File: config.mk
export PLATFORM = sky130hd
export DESIGN_NAME = loop_step_sequencer
export DESIGN_NICKNAME = d
export VERILOG_FILES = /design/src/rtl/loop_step_sequencer.sv
export SDC_FILE = /design/constraint.sdc
export NUM_CORES = 1
export LEC_CHECK = 0
export ABC_CLOCK_PERIOD_IN_PS = 2000
export BUFFER_PORTS_ARGS = -buffer_cell sky130_fd_sc_hd__buf_2
export CAP_MARGIN = 20
export CELL_PAD_IN_SITES_DETAIL_PLACEMENT = 1
export CELL_PAD_IN_SITES_GLOBAL_PLACEMENT = 1
export CORE_MARGIN = 10
export CORE_UTILIZATION = 40
export CTS_CLUSTER_DIAMETER = 80
export DETAILED_ROUTE_END_ITERATION = 7
export GPL_TIMING_DRIVEN = 0
export PLACE_DENSITY = 0.89
export SETUP_SLACK_MARGIN = 0.15
export SLEW_MARGIN = 40
export SYNTH_ARGS = -nofsm -noshare
export SYNTH_HDL_FRONTEND = slang
export SYNTH_SLANG_ARGS = --single-unit
File: constraint.sdc
create_clock -name clk -period 2 [get_ports clk]
set_clock_uncertainty 0.15 [all_clocks]
set_input_delay 0.4 -clock clk [delete_from_list [all_inputs] [get_ports clk]]
set_output_delay 0.4 -clock clk [all_outputs]
set_load 0.01 [all_outputs]
File: src/rtl/loop_step_sequencer.sv
// Walking-one sequencer for the registered-flop -> inverter loop datapath.
// Drives one pattern per step, captures the loop output SAMPLE_LAT clocks later and scores it.
module loop_step_sequencer #(
  parameter int WIDTH      = 8,
  parameter int SAMPLE_LAT = 3,
  parameter int NUM_STEPS  = 8,
  localparam int CNT_W     = $clog2(NUM_STEPS + 1),
  localparam int IDX_W     = $clog2(WIDTH)
) (
  input  logic             clk,
  input  logic             rst,
  input  logic             start,
  input  logic             abort,
  output logic [WIDTH-1:0] d_out,
  input  logic [WIDTH-1:0] q_in,
  output logic             busy,
  output logic             done,
  output logic             pass,
  output logic [CNT_W-1:0] err_cnt,
  output logic [IDX_W-1:0] first_err,
  output logic [IDX_W-1:0] step_idx
);

  localparam int WAIT_W = 4;

  localparam logic [1:0] ST_IDLE = 2'd0;
  localparam logic [1:0] ST_RUN  = 2'd1;
  localparam logic [1:0] ST_DONE = 2'd2;

  localparam logic [WIDTH-1:0]  ONE       = WIDTH'(1);
  localparam logic [WAIT_W-1:0] WAIT_LAST = WAIT_W'(SAMPLE_LAT - 1);
  localparam logic [IDX_W-1:0]  STEP_LAST = IDX_W'(NUM_STEPS - 1);

  logic [1:0]        state_q, state_d;
  logic [WIDTH-1:0]  d_out_q, d_out_d;
  logic              busy_q, busy_d;
  logic              done_q, done_d;
  logic              pass_q, pass_d;
  logic [CNT_W-1:0]  err_cnt_q, err_cnt_d;
  logic [IDX_W-1:0]  first_err_q, first_err_d;
  logic [IDX_W-1:0]  step_idx_q, step_idx_d;
  logic [WAIT_W-1:0] wait_q, wait_d;

  logic              capture;
  logic              mismatch;
  logic              last_step;
  logic [IDX_W-1:0]  next_idx;

  // The 4-state compare makes an unsettled (X) loop output count as a failure in simulation.
  assign capture   = (wait_q == WAIT_LAST);
  assign mismatch  = (q_in !== ~d_out_q);
  assign last_step = (step_idx_q == STEP_LAST);
  assign next_idx  = step_idx_q + 1'b1;

  always_comb begin
    state_d     = state_q;
    d_out_d     = d_out_q;
    busy_d      = busy_q;
    done_d      = 1'b0;
    pass_d      = pass_q;
    err_cnt_d   = err_cnt_q;
    first_err_d = first_err_q;
    step_idx_d  = step_idx_q;
    wait_d      = wait_q;

    case (state_q)
      ST_IDLE: begin
        if (start && !abort) begin
          state_d     = ST_RUN;
          d_out_d     = ONE;
          busy_d      = 1'b1;
          pass_d      = 1'b0;
          err_cnt_d   = '0;
          first_err_d = '0;
          step_idx_d  = '0;
          wait_d      = '0;
        end
      end

      ST_RUN: begin
        // Abort outranks a coinciding capture, so that step's result is dropped.
        if (abort) begin
          state_d = ST_IDLE;
          d_out_d = '0;
          busy_d  = 1'b0;
          pass_d  = 1'b0;
        end else if (capture) begin
          if (mismatch) begin
            err_cnt_d = err_cnt_q + 1'b1;
            if (err_cnt_q == '0) begin
              first_err_d = step_idx_q;
            end
          end
          if (last_step) begin
            state_d = ST_DONE;
            d_out_d = '0;
            busy_d  = 1'b0;
          end else begin
            step_idx_d = next_idx;
            d_out_d    = ONE << next_idx;
            wait_d     = '0;
          end
        end else begin
          wait_d = wait_q + 1'b1;
        end
      end

      ST_DONE: begin
        state_d = ST_IDLE;
        if (abort) begin
          d_out_d = '0;
          pass_d  = 1'b0;
        end else begin
          done_d = 1'b1;
          pass_d = (err_cnt_q == '0);
        end
      end

      default: begin
        state_d = ST_IDLE;
        d_out_d = '0;
        busy_d  = 1'b0;
      end
    endcase
  end

  always_ff @(posedge clk) begin
    if (rst) begin
      state_q     <= ST_IDLE;
      d_out_q     <= '0;
      busy_q      <= 1'b0;
      done_q      <= 1'b0;
      pass_q      <= 1'b0;
      err_cnt_q   <= '0;
      first_err_q <= '0;
      step_idx_q  <= '0;
      wait_q      <= '0;
    end else begin
      state_q     <= state_d;
      d_out_q     <= d_out_d;
      busy_q      <= busy_d;
      done_q      <= done_d;
      pass_q      <= pass_d;
      err_cnt_q   <= err_cnt_d;
      first_err_q <= first_err_d;
      step_idx_q  <= step_idx_d;
      wait_q      <= wait_d;
    end
  end

  assign d_out     = d_out_q;
  assign busy      = busy_q;
  assign done      = done_q;
  assign pass      = pass_q;
  assign err_cnt   = err_cnt_q;
  assign first_err = first_err_q;
  assign step_idx  = step_idx_q;

endmodule

==> impl_metrics.yaml, run 1 <==
setup_path:
  crit_cells: 6
  r2r_slack_ps: 40
  crit_path_cell_trace: "buf_4 > nor2_1 > a22o_4 > o31ai_4 > or4_4 > a21oi_2"
  crit_family: "simple AND/OR/NAND/NOR gates"
  critPathKind: "flip-flop to flip-flop"
  start_kind: "flip-flop"
  rr_worst_depth: 6
  startpoint: "state_q[1]$_SDFFE_PP0P_"
  cp-end-kind: "flip-flop"
  path_buf_inv: 1
  critical_path_arrival_ps: 2030
  max_stage_delay_ps: 430
  crit_end: "err_cnt[2]$_SDFFE_PP0P_"
  crit_required_ps: 2070
  cp_slowest_cell: "or4_4"
  crit_path_max_fanout: 10
  timing.rr.start: "state_q[1]$_SDFFE_PP0P_"
  timing.rr.end: "err_cnt[2]$_SDFFE_PP0P_"
pwr:
  power-per-cell-area_nw_per_um2: 521
  leakage_nw: 0.833
  p_sw_mw: 0.299
  seq_power_share: 0.519
  power.share.switching: 0.279
  p_int_mw: 0.771
  combinationalPowerShare: 0.179
  clockPowerShare: 0.302
  ir_drop_uv: 241
placed_design:
  place_area_um2: 1740
  dp_hpwl_um: 3220
  port_buffers: 30
  dp.cells: 250
  place_congestion: 0.775
cts:
  clock_latency_ps: 280
  path_clk_slew_ps: 90
  htree_levels: 1
  clock_sinks: 27
  cts_tree: "done"
  cts_buffer_depth: 2
  cts_root_buf: "clkbuf_8"
  cts_hold_buf: 0
  cts_buffers: 3
sta:
  max-slew-margin-rel: 0.609
  tns_ps: 0
  max_freq_ghz: 0.510
  rsz0062_at_grt: "yes"
  fin_crit_sh: 0.981
  tightest_slew_ps: 587
  period_needed_ps: 1960
  hold_viol_final: 0
  maxSlewViolCount: 0
  finalSetupViolations: 0
floorplan:
  start_util: 0.416
  die_width_um: 81.7
  fp.dieH_um: 81.7
  rows: 22
  top_level_ports: 33
  dieArea_um2: 6670
  coreArea_um2: 3660
grt:
  antenna_found_initial: 0
  grt_pass1_vias: 1561
  grt_start_max_net_pins: 15
  grt_overflow_total: 0
  track_usage: 0.150
  grt_pass1_wl_um: 7960
route:
  wirelength_um: 5400
  vias: 1485
  ant_nets: 0
  route.detailed.drc: 0
  firstDrtPassIters: 4
  viasPerCell: 5.52
  wl_per_cell_um: 20.1
  drtIter0Drc: 68
flow_run:
  max-cap-violations: 0
synth:
  async_reset_ff_frac: 0
  synth_seq_cells: 27
  yosysTopAreaCellShare: 0.355
  syn_nets: 195
  syn_area_per_cell_um2: 8.85
  synth_edf_count: 0
  synth_most_common_cell: "dfxtp_1"
  yosys.area.top_type: "dfxtp_1"
  ys_top_cells_by_count: "dfxtp_1, nor2_1, nand2_1"
  synthFlopType: "dfxtp_1"
  netlist_top_cells_area: "dfxtp_1, ha_1, xor2_1"
  syn_inst: 172
  yosys_warnings: 0
  synth_area_um2: 1520
  netlist-cell-type-count: 38
  yosysSeqAreaShare: 0.355
hold_path:
  hp-class: "primary input to flip-flop"
  min-delay-start: "rst"
  hold_path_depth: 2
outcome:
  outcome: "finished, final reports clean"
finish:
  area_growth_pct: 34.8
  drive_above_1_share: 0.389
  utilization: 0.560
  final_nets: 245
  antenna-diode-count: 0
  final_cell_area_um2: 2050
  final_cells: 269
-- registers in the layout (all words and copies together) (netlist names) --
name / flops
busy: 1
d_out: 8
done: 1
err_cnt: 4
first_err: 3
pass: 1
state_q: 2
step_idx: 3
wait_q: 4
-- how the worst min path moves through the flow --
stage / end / slack [ps]
finish: state_q[0]$_SDFFE_PP0P_ / 330
global route: first_err[0]$_SDFFE_PP0P_ / 360
CTS: state_q[1]$_SDFFE_PP0P_ / 310
detailed placement: first_err[2]$_SDFFE_PP0P_ / 330
global placement: d_out[4]$_SDFFE_PP0P_ / 310
floorplan: first_err[0]$_SDFFE_PP0P_ / 350
-- final cells by class --
cell class / instances / area, um^2
plain buffers: 7 / 33.8
clock buffers: 4 / 45.0
fillers: 450 / 1610
inverters: 8 / 30.0
multi-input cells: 130 / 1060
flip-flops and latches: 27 / 553
well taps: 48 / 60.1
repair buffers: 45 / 270
-- metal layers --
| layer | GRT usage | vias up | share of wire | wire length, um |
|---|---|---|---|---|
| met5 | 0 | - | 0 | 0 |
| met2 | 0.258 | 35 | 0.52 | 2790 |
| li1 | - | 693 | - | - |
| met1 | 0.181 | 751 | 0.42 | 2290 |
| met3 | 0.0295 | 6 | 0.044 | 238 |
| met4 | 0.0527 | 0 | 0.014 | 75 |
-- timing repair --
action / in CTS / in global routing
hold endpoints to repair: 0 / 0
buffers inserted: 9 / 6
pin swaps: 8 / 14
gates resized for setup: 15 / 24
setup endpoints to repair: 19 / 20
-- cell families (layout without fill, tap and decap cells) --
group / Yosys count / after routing / share of synthesized area
xor+xnor: 12 / 12 / 0.0690
flops: 27 / 27 / 0.355
simple gates: 73 / 73 / 0.257
compound gates: 30 / 30 / 0.162
fa+ha+maj: 11 / 11 / 0.0904
mux: 4 / 4 / 0.0271
buf+inv: 15 / 64 / 0.0394
-- metrics by stage --
step / setup WS, ps / hold WS (ps) / total power, mW
floorplan: 159 / 348 / 0.658
global placement: -68.1 / 315 / 0.695
detailed placement: -130 / 325 / 0.700
CTS: 101 / 314 / 1.04
global route: -4.03 / 358 / 1.11
finish: 38.3 / 335 / 1.07
-- cell usage in the layout, fill, tap and decap left out, types with 3 or more instances in the layout --
cell type	instances
clkbuf_1	4
a21oi_1	9
dfxtp_1	21
nand3_1	4
ha_4	3
xor2_1	10
ha_1	8
mux2i_1	3
nand2_1	14
nand3_2	4
clkbuf_8	3
nor2b_1	5
o21ai_1	3
buf_2	33
nand4_1	3
inv_1	7
buf_4	14
nor2_1	17
nand2b_1	6
dfxtp_2	4
nor3_1	3
o32ai_1	3
-- power groups by stage --
| stage | Combinational [mW] | Sequential, mW | Clock, mW |
|---|---|---|---|
| after floorplan | 0.0886 | 0.569 | 0 |
| after global placement | 0.126 | 0.569 | 0 |
| after detailed placement | 0.130 | 0.570 | 0 |
| after CTS | 0.154 | 0.556 | 0.325 |
| after global routing | 0.204 | 0.557 | 0.354 |
| final | 0.191 | 0.556 | 0.323 |
Note: power is estimated with default switching activity, not from simulation.
==> inputs of run 2 (changes only) <==
ABC_AREA = 1   (was not set)
CORE_UTILIZATION = 39   (was 40)
==> run 2 against run 1 <==
Against the previous run:
- via count increased by 10%
- first-iteration DRC count decreased by 28%
- flip-flop and latch count unchanged
- power increased by 21%
- largest power group unchanged
- final cell count increased by 23%
- highest routed layer unchanged
- critical path type unchanged
- critical path depth increased by 4
==> impl_metrics.yaml, run 2 <==
sta:
  fin_crit_sh: 0.854
  maxSlewViolCount: 0
  rsz0062_at_grt: "no"
  tightest_slew_ps: 502
  max-slew-margin-rel: 0.665
  tns_ps: 0
  finalSetupViolations: 0
  period_needed_ps: 1710
  max_freq_ghz: 0.586
  hold_viol_final: 0
grt:
  grt_start_max_net_pins: 16
  grt_pass1_vias: 1773
  track_usage: 0.129
  grt_overflow_total: 0
  antenna_found_initial: 0
  grt_pass1_wl_um: 7940
  grt_use_met3: 0.0385
  grtUsageMet1: 0.134
  grt_util_met2: 0.237
  busiest_layer: "met2"
cts:
  path_clk_slew_ps: 100
  cts_buffers: 3
  clock_latency_ps: 280
  clock_sinks: 27
  cts_buffer_depth: 2
  cts_tree: "done"
  htree_levels: 1
  cts_root_buf: "clkbuf_8"
  cts_hold_buf: 0
setup_path:
  critPathKind: "flip-flop to flip-flop"
  crit_path_max_fanout: 5
  start_kind: "flip-flop"
  critical_path_arrival_ps: 1780
  cp-end-kind: "flip-flop"
  crit_required_ps: 2080
synth:
  yosysSeqAreaShare: 0.316
  synth_most_common_cell: "nand2_1"
  netlist-cell-type-count: 33
  synth_seq_cells: 27
  syn_nets: 263
  yosys.area.top_type: "dfxtp_1"
  synth_edf_count: 0
  yosysTopAreaCellShare: 0.316
  async_reset_ff_frac: 0
  synthFlopType: "dfxtp_1"
  syn_area_per_cell_um2: 7.14
  yosys_warnings: 0
  synth_area_um2: 1710
  syn_inst: 240
  netlist_top_cells_area: "dfxtp_1, nand2_1, nor2_1"
  ys_top_cells_by_count: "nand2_1, nor2_1, inv_1"
finish:
  final_cells: 330
  antenna-diode-count: 0
  mostFrequentLayoutCells: "nand2_1, nor2_1, inv_1, buf_2, dfxtp_1"
  utilization: 0.473
  largest_reg_flops: 8
  drive_above_1_share: 0.266
  final_nets: 302
  fillers: 585
  area_growth_pct: 18.6
  layout_commonest_cell: "nand2_1"
floorplan:
  dieArea_um2: 7440
  die_width_um: 86.3
  top_level_ports: 33
  coreArea_um2: 4290
  start_util: 0.399
  rows: 24
  fp.dieH_um: 86.3
route:
  viasPerCell: 4.96
  vias: 1637
  wl_per_cell_um: 14.4
  wirelength_um: 4740
  ant_nets: 0
  firstDrtPassIters: 4
  drtIter0Drc: 49
  route.detailed.drc: 0
pwr:
  ir_drop_uv: 535
  p_total_mw: 1.29
  leakage_nw: 0.962
  power-per-cell-area_nw_per_um2: 634
placed_design:
  dp_hpwl_um: 3850
  place_congestion: 0.848
  port_buffers: 31
  dp.cells: 323
flow_run:
  max-cap-violations: 0
outcome:
  outcome: "finished, final reports clean"
hold_path:
  hp-class: "flip-flop to flip-flop"
-- run 2: routing by layer --
| metal | part of all wire | wire length, um |
|---|---|---|
| met3 | 0.053 | 249 |
| met1 | 0.41 | 1960 |
| met4 | 0.020 | 95 |
| met5 | 0 | 0 |
| met2 | 0.51 | 2440 |
-- run 2: stage by stage --
stage               worst slack (ps)  hold slack (ps)  instance area (um^2)
finish                           293              342                  2030
global route                     141              373                  2030
floorplan                        261              319                  1710
global placement                 207              323                  1930
detailed placement              89.3              328                  1930
CTS                              174              344                  1990
-- run 2: timing repair --
item                                    in CTS  in global routing
endpoints found under the setup margin       4                 13
setup buffers                                0                  3
gates resized for setup                      3                  6
hold endpoints to repair                     0                  0
pin swaps                                    0                  3
-- run 2: path summary, 6_finish.rpt --
path / slack, ps / cells after the start / startpoint / endpoint
worst min-delay path: 340 / 2 / busy$_SDFFE_PP0P_ / busy$_SDFFE_PP0P_
worst max-delay path: 290 / 10 / wait_q[0]$_SDFFE_PP0P_ / first_err[2]$_SDFFE_PP0P_
worst min register to register: 340 / 2 / busy$_SDFFE_PP0P_ / busy$_SDFFE_PP0P_
worst max register to register: 290 / 10 / wait_q[0]$_SDFFE_PP0P_ / first_err[2]$_SDFFE_PP0P_
-- run 2: logic make-up (layout without fill, tap and decap cells) --
| kind of cell | count (synthesis) | in the layout | synth area share |
|---|---|---|---|
| fa+ha+maj | 11 | 11 | 0.0803 |
| flops | 27 | 27 | 0.316 |
| buf+inv | 39 | 77 | 0.0913 |
| simple gates | 132 | 132 | 0.402 |
| compound gates | 28 | 28 | 0.0950 |
| xor+xnor | 3 | 3 | 0.0153 |
-- run 2: worst max-delay path, stage by stage, from the launching register on --
cell and delay, ps:
dfxtp_1 350, inv_1 100, ha_1 200, nand3_4 130, nand2_4 120, nand3_2 110
nor2_4 160, nand3_4 110, nand2_1 80, nand2_1 50, nor2_1 90
-- run 2: final cells by class --
cell class	instances	area [um^2]	area share
multi-input combinational	174	1040	0.511
tap	52	65.1	0.0320
inverter	36	140	0.0690
clock buffer	3	41.3	0.0203
buffer	3	18.8	0.00924
timing repair buffer	34	178	0.0874
sequential	27	546	0.268
clock inverter	1	5.00	0.00246
-- run 2: report_power, final --
part	leakage [nW]	switching (mW)	internal [mW]	total [mW]
logic	0.715	0.223	0.134	0.358
registers	0.221	0.0357	0.573	0.609
clock network	0.0255	0.182	0.140	0.323
==> inputs of run 3 (changes only) <==
CORE_UTILIZATION = 35   (was 39)
GPL_ROUTABILITY_DRIVEN = 0   (was not set)
PLACE_DENSITY = 0.82   (was 0.89)
==> run 3 against run 2 <==
Against the previous run:
- sequential power barely moved
- flip-flop and latch count did not move
- via count fell by 2.3%
- final area rose by 0.68%
- utilization fell by 4.0 points
- routed wire length fell by 2.8%
- worst hold slack improved by 5.7 ps
- final cell count rose by 4.5%
- non-clock buffer count did not move
- sequential share of layout area fell by 0.30 points
- register-to-register slack got worse by 20 ps
- power fell by 1.1%
- largest power group unchanged
==> impl_metrics.yaml, run 3 (same netlist as run 2, synthesis figures left out) <==
route:
  firstDrtPassIters: 3
  route.detailed.drc: 0
  drtIter0Drc: 49
  vias: 1599
  ant_nets: 0
  wirelength_um: 4610
  wl_per_cell_um: 13.4
  viasPerCell: 4.63
floorplan:
  start_util: 0.363
  dieArea_um2: 8090
  die_width_um: 90.0
  fp.dieH_um: 90.0
  coreArea_um2: 4720
  rows: 25
  top_level_ports: 33
setup_path:
  timing.rr.start: "step_idx[0]$_SDFFE_PP0P_"
  cp_slowest_cell: "dfxtp_2"
  crit_cells: 8
  crit_family: "simple AND/OR/NAND/NOR gates"
  critical_path_arrival_ps: 1790
  start_kind: "flip-flop"
  critPathKind: "flip-flop to flip-flop"
  crit_path_max_fanout: 7
  crit_required_ps: 2060
  crit_path_cell_trace: "ha_2 > ha_1 > nor2_2 > nand2_4 > nand3_4 > inv_2 > o21ai_1 > nor3b_2"
  max_stage_delay_ps: 370
  rr_worst_depth: 8
  cp-end-kind: "flip-flop"
  crit_end: "wait_q[3]$_SDFFE_PP0P_"
  path_buf_inv: 1
  startpoint: "step_idx[0]$_SDFFE_PP0P_"
  timing.rr.end: "wait_q[3]$_SDFFE_PP0P_"
  r2r_slack_ps: 270
cts:
  cts_buffer_depth: 2
  cts_tree: "done"
  clock_latency_ps: 270
  htree_levels: 1
  cts_root_buf: "clkbuf_8"
  cts_hold_buf: 0
  cts_buffers: 3
  clock_sinks: 27
  path_clk_slew_ps: 90
finish:
  layout_commonest_cell: "nand2_1"
  final_nets: 302
  area_growth_pct: 19.4
  largest_reg_flops: 8
  mostFrequentLayoutCells: "nand2_1, nor2_1, inv_1, buf_2, dfxtp_1"
  fillers: 636
  antenna-diode-count: 0
  seq_area_um2: 543
  multi_input_area_um2: 1040
  drive_above_1_share: 0.266
pwr:
  power-per-cell-area_nw_per_um2: 623
  p_sw_mw: 0.429
  seq_power_share: 0.476
  combinationalPowerShare: 0.278
  p_total_mw: 1.27
  power.share.switching: 0.337
  p_int_mw: 0.846
  leakage_nw: 0.961
  clockPowerShare: 0.246
  ir_drop_uv: 380
outcome:
  outcome: "finished, final reports clean"
sta:
  tightest_slew_ps: 509
  max-slew-margin-rel: 0.661
  tns_ps: 0
  hold_viol_final: 0
  maxSlewViolCount: 0
  rsz0062_at_grt: "no"
  period_needed_ps: 1730
  max_freq_ghz: 0.579
  worst_hold_slack_ps: 348
  finalSetupViolations: 0
  fin_crit_sh: 0.864
placed_design:
  port_buffers: 31
  dp_hpwl_um: 3660
hold_path:
  hp-class: "flip-flop to flip-flop"
  hold_path_depth: 2
grt:
  grt_overflow_total: 0
  grt_start_max_net_pins: 16
  grt_pass1_wl_um: 8020
  track_usage: 0.114
  grt_pass1_vias: 1713
  antenna_found_initial: 0
flow_run:
  max-cap-violations: 0
[run 3: cell type report]
cell class / count / share of cell area
multi-input combinational: 174 / 0.506
sequential: 27 / 0.265
timing repair buffer: 34 / 0.0869
inverter: 36 / 0.0685
tap: 67 / 0.0410
clock buffer: 3 / 0.0202
buffer: 3 / 0.00917
clock inverter: 1 / 0.00245
[run 3: how the worst min path moves through the flow]
| stage | start | to | slack, ps |
|---|---|---|---|
| after global routing | wait_q[0]$_SDFFE_PP0P_ | wait_q[0]$_SDFFE_PP0P_ | 380 |
| after global placement | busy$_SDFFE_PP0P_ | busy$_SDFFE_PP0P_ | 320 |
| final | d_out[1]$_SDFFE_PP0P_ | d_out[1]$_SDFFE_PP0P_ | 350 |
| after CTS | d_out[1]$_SDFFE_PP0P_ | d_out[1]$_SDFFE_PP0P_ | 360 |
| after detailed placement | d_out[1]$_SDFFE_PP0P_ | d_out[1]$_SDFFE_PP0P_ | 340 |
| after floorplan | wait_q[0]$_SDFFE_PP0P_ | wait_q[0]$_SDFFE_PP0P_ | 320 |
[run 3: worst min-delay path: cells and delay by family, from the launching register on]
| family | cells | cell delay (ps) |
|---|---|---|
| flops | 1 | 330 |
| buf+inv | 1 | 70 |
| compound gates | 1 | 60 |
[run 3: what timing repair did]
action,CTS,global route
setup buffers,0,3
pin swaps,0,2
gates resized for setup,3,5
setup endpoints to repair,8,12
cloned,0,0
[run 3: power by group through the flow]
stage	Clock, mW	Sequential [mW]	Combinational (mW)
2_1_floorplan	0	0.628	0.228
3_3_place_gp	0	0.618	0.331
3_5_place_dp	0	0.620	0.339
4_1_cts	0.328	0.608	0.343
5_1_grt	0.348	0.615	0.405
6_report	0.314	0.607	0.354
[run 3: metrics by stage]
| stage | instances | worst slack, ps | area [um^2] | utilization |
|---|---|---|---|---|
| after floorplan | 240 | 261 | 1710 | - |
| after global placement | 338 | 204 | 1950 | 0.413 |
| after detailed placement | 338 | 157 | 1950 | 0.413 |
| after CTS | 342 | 173 | 2010 | 0.425 |
| after global routing | 345 | 139 | 2050 | 0.433 |
| final | 345 | 272 | 2050 | 0.433 |
[run 3: layer usage]
metal	share of wire	track usage	up-vias
met4	0.012	0.0318	0
met1	0.46	0.140	729
met3	0.034	0.0233	6
met5	0	0	-
met2	0.49	0.197	25
li1	-	-	839
